--- config.mk ---
export PLATFORM = sky130hd
export DESIGN_NAME = cw305_usb_bus_fe
export DESIGN_NICKNAME = d
export VERILOG_FILES = /design/src/rtl/cw305_usb_bus_fe.sv
export SDC_FILE = /design/constraint.sdc
export NUM_CORES = 1
export LEC_CHECK = 0
export CORE_AREA = 2 2 57 112
export CTS_CLUSTER_DIAMETER = 30
export CTS_CLUSTER_SIZE = 20
export DETAILED_ROUTE_END_ITERATION = 12
export DIE_AREA = 0 0 59 114
export PLACE_DENSITY = 0.79
export SYNTH_ARGS = -nofsm -noshare
export SYNTH_HDL_FRONTEND = slang
export SYNTH_SLANG_ARGS = --single-unit
--- constraint.sdc ---
create_clock -name usb_clk -period 4.6 [get_ports usb_clk]
set_input_delay 0.69 -clock usb_clk [delete_from_list [all_inputs] [get_ports usb_clk]]
set_output_delay 0.69 -clock usb_clk [all_outputs]
set_load 0.01 [all_outputs]
--- src/rtl/cw305_usb_bus_fe.sv ---
// USB parallel bus front end: turns CW305 host strobes into one-shot register-bank
// read/write transactions and returns read data on the USB data bus.
module cw305_usb_bus_fe #(
  parameter int unsigned pADDR_WIDTH   = 21,
  parameter int unsigned pBYTECNT_SIZE = 7,
  parameter int unsigned pRD_LATENCY   = 2
) (
  input  logic                                   usb_clk,
  input  logic                                   rst,
  input  logic                                   usb_cen_n,
  input  logic                                   usb_rdn,
  input  logic                                   usb_wrn,
  input  logic [pADDR_WIDTH-1:0]                 usb_addr,
  input  logic [7:0]                             usb_din,
  output logic [7:0]                             usb_dout,
  output logic                                   usb_isout,
  output logic [pADDR_WIDTH-pBYTECNT_SIZE-1:0]   reg_address,
  output logic [pBYTECNT_SIZE-1:0]               reg_bytecnt,
  output logic [7:0]                             write_data,
  input  logic [7:0]                             read_data,
  output logic                                   reg_write,
  output logic                                   reg_read,
  output logic                                   reg_addrvalid,
  output logic                                   bus_error
);

  localparam int unsigned CNT_W = 3;

  typedef enum logic [2:0] {IDLE, WR_PULSE, RD_REQ, RD_WAIT, RD_HOLD} state_t;

  state_t                   state, state_next;
  logic [CNT_W-1:0]         cnt, cnt_next;
  logic                     s_cen_n, s_rdn, s_wrn;
  logic                     p_rdn, p_wrn;
  logic [pADDR_WIDTH-1:0]   s_addr;
  logic [7:0]               s_din;
  logic                     latch_addr, latch_din, capture;
  logic                     conflict, wr_fall, rd_fall, rd_abort;

  // Input stage; strobes reset as "already low" so a strobe held through reset needs a fresh edge.
  always_ff @(posedge usb_clk or posedge rst) begin
    if (rst) begin
      s_cen_n <= 1'b1;
      s_rdn   <= 1'b0;
      s_wrn   <= 1'b0;
      p_rdn   <= 1'b0;
      p_wrn   <= 1'b0;
      s_addr  <= '0;
      s_din   <= '0;
    end else begin
      s_cen_n <= usb_cen_n;
      s_rdn   <= usb_rdn;
      s_wrn   <= usb_wrn;
      p_rdn   <= s_rdn;
      p_wrn   <= s_wrn;
      s_addr  <= usb_addr;
      s_din   <= usb_din;
    end
  end

  assign conflict = !s_cen_n && !s_rdn && !s_wrn;
  assign wr_fall  = p_wrn && !s_wrn;
  assign rd_fall  = p_rdn && !s_rdn;
  assign rd_abort = s_rdn || s_cen_n || conflict;

  // State and latency counter register.
  always_ff @(posedge usb_clk or posedge rst) begin
    if (rst) begin
      state <= IDLE;
      cnt   <= '0;
    end else begin
      state <= state_next;
      cnt   <= cnt_next;
    end
  end

  // Next-state decode; abort wins over a same-cycle capture.
  always_comb begin
    state_next = state;
    cnt_next   = cnt;
    latch_addr = 1'b0;
    latch_din  = 1'b0;
    capture    = 1'b0;
    case (state)
      IDLE: begin
        if (!s_cen_n && wr_fall && s_rdn) begin
          latch_addr = 1'b1;
          latch_din  = 1'b1;
          state_next = WR_PULSE;
        end else if (!s_cen_n && rd_fall && s_wrn) begin
          latch_addr = 1'b1;
          cnt_next   = CNT_W'(1);
          state_next = RD_REQ;
        end
      end
      WR_PULSE: state_next = IDLE;
      RD_REQ, RD_WAIT: begin
        if (rd_abort) begin
          state_next = IDLE;
        end else if (cnt == CNT_W'(pRD_LATENCY)) begin
          capture    = 1'b1;
          state_next = RD_HOLD;
        end else begin
          cnt_next   = cnt + CNT_W'(1);
          state_next = RD_WAIT;
        end
      end
      RD_HOLD: begin
        if (s_rdn || s_cen_n) state_next = IDLE;
      end
      default: state_next = IDLE;
    endcase
  end

  // Registered outputs derived from the upcoming state and latch/capture strobes.
  always_ff @(posedge usb_clk or posedge rst) begin
    if (rst) begin
      usb_dout      <= '0;
      usb_isout     <= 1'b0;
      reg_address   <= '0;
      reg_bytecnt   <= '0;
      write_data    <= '0;
      reg_write     <= 1'b0;
      reg_read      <= 1'b0;
      reg_addrvalid <= 1'b0;
      bus_error     <= 1'b0;
    end else begin
      reg_write     <= (state_next == WR_PULSE);
      reg_read      <= (state_next == RD_REQ) || (state_next == RD_WAIT);
      reg_addrvalid <= (state_next == WR_PULSE) || (state_next == RD_REQ) ||
                       (state_next == RD_WAIT);
      usb_isout     <= (state_next == RD_HOLD);
      bus_error     <= bus_error || conflict;
      if (capture) usb_dout <= read_data;
      if (latch_addr) begin
        reg_address <= s_addr[pADDR_WIDTH-1:pBYTECNT_SIZE];
        reg_bytecnt <= s_addr[pBYTECNT_SIZE-1:0];
      end
      if (latch_din) write_data <= s_din;
    end
  end

endmodule

==> results by group, run 1 <==
Worst setup path
  • Internal reg-to-reg setup slack: 2420 ps
  • Worst setup path end: reg_address[10]
  • Largest stage delay on the critical path: 810 ps
  • Worst endpoint data arrival time: 2390 ps
  • CP max stage cell: o21ai_2
  • Peak fanout along the critical path: 21
  • CP bufs+invs: 0
  • Stages on worst setup path: 3
  • Setup crit end kind: flip-flop
  • FF-to-FF End: reg_address[10]
  • Crit Path Category: flip-flop to flip-flop
  • Critical Path RT: 4810 ps
  • Startpoint types: flip-flop
  • Origin of the critical flop-to-flop path: s_cen_n
  • Reg2reg path depth: 3
  • Critical path's top delay family: compound AO/OA/AOI/OAI gates
  • Worst Setup SP: s_cen_n
  • Crit-path cells: and4bb_1, o21ai_2, mux2_1

Die
  • Io pins: 84
  • Initial core utilization: 46.8%
  • Die H: 114 µm
  • Die X: 59 µm
  • Core box area: 5910 µm²
  • Rows: 40
  • Die area: 6730 µm²

Drt
  • Drt drc: 0
  • Via count: 1620
  • DRT Pass-1 Iters: 4
  • Post-route ant nets: 0
  • DR vias/cell: 5.05
  • Starting DRT DRC Count: 26
  • Drt total wl: 4930 µm
  • Routed len/inst: 15.4 µm

STA
  • Hold Fails Final Rpt: 0
  • Final setup viols: 0
  • Achievable frequency: 0.458 GHz
  • Setup slack after layout: 2420 ps
  • Clk_skew: 5.33 ps
  • RSZ-0062 raised after global routing: no
  • Period Utilization, post-route: 47.5%
  • Setup TNS: 0 ps
  • Max-slew violation total from the final report: 0
  • Fin crit period: 2180 ps
  • Relative slew slack: 31.1%
  • Slew @ Worst Pin: 1030 ps

Flow run
  • MaxCap Viol Count: 0

Layout
  • Post-layout nets: 297
  • Diode count: 0
  • Final core occ: 66.5%
  • Share of cells above drive strength 1: 9.30%
  • Area Overhead vs Synth: 41.9%

Global routing
  • Busiest grt layer: met2
  • Vias in the first global route: 1806
  • GR Layer Usage met1: 19.8%
  • Largest net degree at the start of global routing: 52
  • Met2 usage: 25.0%
  • First-pass GRT wire length: 8120 µm
  • Met3 Usage GRT: 6.12%
  • Gr usage total: 16.3%
  • GRT overflow: 0
  • Initial antenna violation count: 0

Synth
  • Post-Synthesis Cells: 161
  • Syn Area/Cell: 17.2 µm²
  • Syn nets: 205
  • Mapped cell area: 2770 µm²
  • Synth unique cells: 27
  • Yosys reg bits: 82
  • Seq/Total Area, Yosys: 74.2%
  • Synth warn: 0

Placed design
  • Place WS: 2370 ps
  • PortBufs: 83
  • HPWL after detailed placement: 3560 µm
  • Placer Congestion: 0.783

Clock tree
  • CTS tree: yes
  • Worst-path clk slew: 60 ps
  • Cts hold-fix bufs: 0
  • Worst-case clock buffer depth: 2
  • Clk sinks: 82
  • H-tree levels: 3
  • Post-CTS setup buffer count: 0
  • Total CTS buffers: 9
  • Clock Latency Late Sink: 330 ps
  • Root buffer cell: clkbuf_16
  • CTS resizes: 0

Worst hold path
  • Min-delay worst type: flip-flop to flip-flop

Status
  • Status: finished clean

Power
  • Pwr/cell area: 554 nW/µm²
  • Leak pwr: 1.71 nW
  • Worst VDD drop: 0.364 mV
## flip-flops by register name (all words and copies together) (netlist names)
register,cells
reg_addrvalid,1
reg_bytecnt,7
reg_read,1
usb_dout,8
state,3
s_addr,21
s_cen_n,1
cnt,3
p_rdn,1
s_wrn,1
s_din,8
s_rdn,1
reg_write,1
bus_error,1
reg_address,14
write_data,8
p_wrn,1
usb_isout,1
## cell families (layout without fill, tap and decap cells)
kind of cell / count (synthesis) / count (layout) / synth area share [%]
flops: 82 / 82 / 74.2
mux: 37 / 37 / 15.1
simple gates: 27 / 27 / 6.38
compound gates: 7 / 7 / 1.95
buf+inv: 6 / 103 / 1.49
fa+ha+maj: 2 / 2 / 0.904
## power by group
part | internal, mW | switching (mW) | total [mW]
Sequential | 0.886 | 0.0942 | 0.981
Clock | 0.365 | 0.265 | 0.629
Combinational | 0.349 | 0.214 | 0.564
Total | 1.60 | 0.574 | 2.17
## synthesized netlist by cell type
cell / instances / share of area, %
inv_1: 2 / 0.27
dfrtp_1: 81 / 73
a21oi_1: 1 / 0.18
buf_6: 2 / 0.81
ha_1: 2 / 0.90
buf_4: 1 / 0.27
mux2_1: 37 / 15
a31oi_1: 1 / 0.23
nand4bb_1: 1 / 0.41
nor4_1: 3 / 0.68
a31o_1: 2 / 0.63
nand2_1: 7 / 0.95
nand2b_1: 4 / 0.90
nor3_1: 2 / 0.36
nor3b_2: 1 / 0.45
nand3_1: 2 / 0.36
or3b_1: 1 / 0.32
or2_2: 1 / 0.23
dfstp_2: 1 / 0.95
inv_2: 1 / 0.14
and4bb_1: 1 / 0.45
nand3_2: 1 / 0.36
o21ai_2: 1 / 0.32
o211ai_1: 1 / 0.27
and4bb_2: 1 / 0.45
nor2b_1: 2 / 0.45
a2111oi_0: 1 / 0.32
## per-layer routing
layer  share of wire [%]  wire length, µm
met3                 8.8              433
met2                  47             2340
met4                 1.8               89
met5                   0                0
met1                  42             2070
## cell type report
type / count / area (µm²)
Sequential cell: 82 / 2050
Fill cell: 423 / 1980
Timing Repair Buffer: 84 / 838
Multi-Input combinational cell: 73 / 672
Clock buffer: 10 / 229
Tap cell: 63 / 78.8
Clock inverter: 6 / 41.3
Inverter: 3 / 12.5
## cell usage in the layout, fill, tap and decap left out, drive strengths merged, types with 2 or more instances in the layout
cell type      instances
a31o                   2
and4bb                 2
clkbuf                10
clkdlybuf4s50         83
clkinv                 3
clkinvlp               3
dfrtp                 81
ha                     2
inv                    3
mux2                  37
nand2                  7
nand2b                 4
nand3                  3
nor2b                  2
nor3                   2
nor4                   3
## worst min-delay path by stage
stage / startpoint / end / slack [ps] / depth (start not counted)
detailed placement: s_addr[6] / reg_bytecnt[6] / 450 / 1
global route: s_addr[10] / reg_address[3] / 460 / 1
floorplan: s_wrn / p_wrn / 420 / 0
finish: s_din[7] / write_data[7] / 450 / 1
CTS: s_addr[10] / reg_address[3] / 450 / 1
global placement: s_addr[13] / reg_address[6] / 430 / 1
## through the flow
stage	instance area [µm²]	hold slack (ps)	std cells	power, mW
floorplan	2770	416	161	1.20
finish	3930	453	321	2.17
global route	3930	456	321	2.29
detailed placement	3650	446	305	1.56
global placement	3650	434	305	1.54
CTS	3930	454	321	2.21
Power figures use the tool's default switching activity.
==> inputs of run 2 (changes only) <==
==> config.mk (replaced) <==
export PLATFORM = sky130hd
export DESIGN_NAME = cw305_usb_bus_fe
export DESIGN_NICKNAME = d
export VERILOG_FILES = /design/src/rtl/cw305_usb_bus_fe.sv
export SDC_FILE = /design/constraint.sdc
export NUM_CORES = 1
export LEC_CHECK = 0
export CORE_AREA = 2 2 62 122
export CTS_CLUSTER_DIAMETER = 30
export CTS_CLUSTER_SIZE = 20
export DETAILED_ROUTE_END_ITERATION = 12
export DIE_AREA = 0 0 64 124
export PLACE_DENSITY = 0.71
export SYNTH_ARGS = -nofsm -noshare
export SYNTH_HDL_FRONTEND = slang
export SYNTH_SLANG_ARGS = --single-unit
==> constraint.sdc (replaced) <==
create_clock -name usb_clk -period 1.96 [get_ports usb_clk]
set_input_delay 0.294 -clock usb_clk [delete_from_list [all_inputs] [get_ports usb_clk]]
set_output_delay 0.294 -clock usb_clk [all_outputs]
set_load 0.01 [all_outputs]
==> results by group, run 2 (synthesized netlist as in run 1, its figures left out) <==
Worst setup path
  • Worst endpoint data arrival time: 1930 ps
  • Critical Path RT: 2170 ps
  • Peak fanout along the critical path: 10
  • Crit Path Category: flip-flop to flip-flop
  • Stages on worst setup path: 5
  • Critical path's top delay family: simple AND/OR/NAND/NOR gates
  • CP bufs+invs: 1
  • Largest stage delay on the critical path: 400 ps
  • Reg2reg path depth: 5
  • Startpoint types: flip-flop
  • CP max stage cell: dfrtp_1
  • Crit-path cells: inv_1, ha_1, nor2b_1, nand3_2, mux2_1
  • Origin of the critical flop-to-flop path: cnt[0]
  • Worst Setup SP: cnt[0]
  • FF-to-FF End: usb_dout[0]
  • Setup crit end kind: flip-flop
  • Internal reg-to-reg setup slack: 240 ps

Die
  • Rows: 43
  • Die area: 7940 µm²
  • Io pins: 84
  • Core box area: 6940 µm²
  • Initial core utilization: 39.9%
  • Die H: 124 µm
  • Die X: 64 µm

Clock tree
  • Root buffer cell: clkbuf_16
  • CTS resizes: 0
  • Worst-path clk slew: 50 ps
  • Clk sinks: 82
  • H-tree levels: 3
  • Total CTS buffers: 9
  • Worst-case clock buffer depth: 2
  • Cts hold-fix bufs: 0
  • Post-CTS setup buffer count: 0
  • Clock Latency Late Sink: 320 ps
  • CTS tree: yes

Power
  • Pwr/cell area: 1300 nW/µm²
  • Pwr Total: 5.24 mW
  • NetSw: 1.28 mW
  • Seq pwr share: 43.5%
  • Clock power share: 31.1%
  • Internal: 3.96 mW
  • Leak pwr: 1.75 nW
  • Worst VDD drop: 0.584 mV
  • Power share of the combinational group: 25.5%
  • Sw frac: 24.3%

Layout
  • Most common cell after layout, fill and taps aside: clkdlybuf4s50_1
  • Share of cells above drive strength 1: 8.88%
  • Top flop regs: s_addr x21, reg_address x14
  • Post-layout nets: 298
  • Most frequent cells in the layout: clkdlybuf4s50_1 (83), dfrtp_1 (81), mux2_1 (37)
  • Diode count: 0
  • Area Overhead vs Synth: 45.4%
  • Max reg flops: 21
  • Biggest register: s_addr

STA
  • Slew @ Worst Pin: 529 ps
  • Setup slack after layout: 237 ps
  • RSZ-0062 raised after global routing: no
  • Hold Fails Final Rpt: 0
  • Achievable frequency: 0.580 GHz
  • Setup TNS: 0 ps
  • Max-slew violation total from the final report: 0
  • Relative slew slack: 64.6%
  • Fin crit period: 1720 ps
  • Final setup viols: 0
  • Clk_skew: 4.12 ps
  • Hold_ws: 405 ps
  • Period Utilization, post-route: 87.9%

Drt
  • DRT Pass-1 Iters: 4
  • Drt total wl: 4990 µm
  • Via count: 1618
  • Drt drc: 0
  • DR vias/cell: 4.64
  • Post-route ant nets: 0
  • Starting DRT DRC Count: 82
  • Routed len/inst: 14.3 µm

Worst hold path
  • Hold path endpoint: s_din[5]
  • Min-delay worst type: input port to flip-flop
  • Hold Path Depth: 1
  • Hold Crit Start: usb_din[5]

Placed design
  • Place WS: 215 ps
  • Placer Congestion: 0.693
  • HPWL after detailed placement: 3530 µm
  • PortBufs: 83

Global routing
  • Largest net degree at the start of global routing: 83
  • Gr usage total: 14.3%
  • GRT overflow: 0
  • Initial antenna violation count: 0
  • First-pass GRT wire length: 8320 µm
  • Vias in the first global route: 1763

Flow run
  • MaxCap Viol Count: 0

Status
  • Status: finished clean
run 2: changes by cell type in the layout (fill, tap and decap cells not counted), sizes merged:
cell / delta
buf: +1
clkbuf: +4
clkinvlp: -2
bufinv: +1
clkinv: -2
inv: -1
run 2: worst register-to-register path, delay by kind of cell (launching register included):
kind,cells,cell delay [ps]
mux,1,380
fa+ha+maj,1,160
flops,1,400
buf+inv,1,100
simple gates,2,570
run 2: worst max path at each step:
| stage | to | slack (ps) |
|---|---|---|
| 5_1_grt | usb_dout[2] | 50 |
| 3_5_place_dp | usb_dout[0] | 220 |
| 4_1_cts | usb_dout[0] | 210 |
| 2_1_floorplan | reg_address[0] | 370 |
| 3_3_place_gp | write_data[0] | 260 |
| 6_report | usb_dout[0] | 240 |
run 2: area by class of cell:
type	instances	area, µm²
Fill cell	523	2920
Clock buffer	14	264
Clock inverter	2	35.0
Multi-Input combinational cell	73	672
Tap cell	90	113
Inverter	3	15.0
Timing Repair Buffer	85	871
Sequential cell	82	2050
run 2: power groups by stage:
| stage | clock (mW) | combinational, mW | sequential [mW] |
|---|---|---|---|
| final | 1.63 | 1.34 | 2.28 |
| after floorplan | 0 | 0.368 | 2.44 |
| after CTS | 1.69 | 1.36 | 2.28 |
| after global routing | 1.77 | 1.44 | 2.33 |
| after global placement | 0 | 1.33 | 2.29 |
| after detailed placement | 0 | 1.36 | 2.31 |
run 2: metrics by stage:
stage	cell area, µm²	utilization, %	std cells
5_1_grt	4020	58.0	349
4_1_cts	4020	58.0	349
2_1_floorplan	2770	-	161
3_3_place_gp	3720	53.7	333
6_report	4020	58.0	349
3_5_place_dp	3720	53.7	333
run 2: metal layers:
metal  global-route usage (%)  routed length (µm)  share of wire (%)  up-vias
met2                     24.3                2770                 55       59
met1                     14.5                1790                 36      802
li1                         -                   -                  -      748
met3                     5.33                 317                6.3        9
met4                     9.38                 122                2.4        0
met5                        0                   0                  0        -
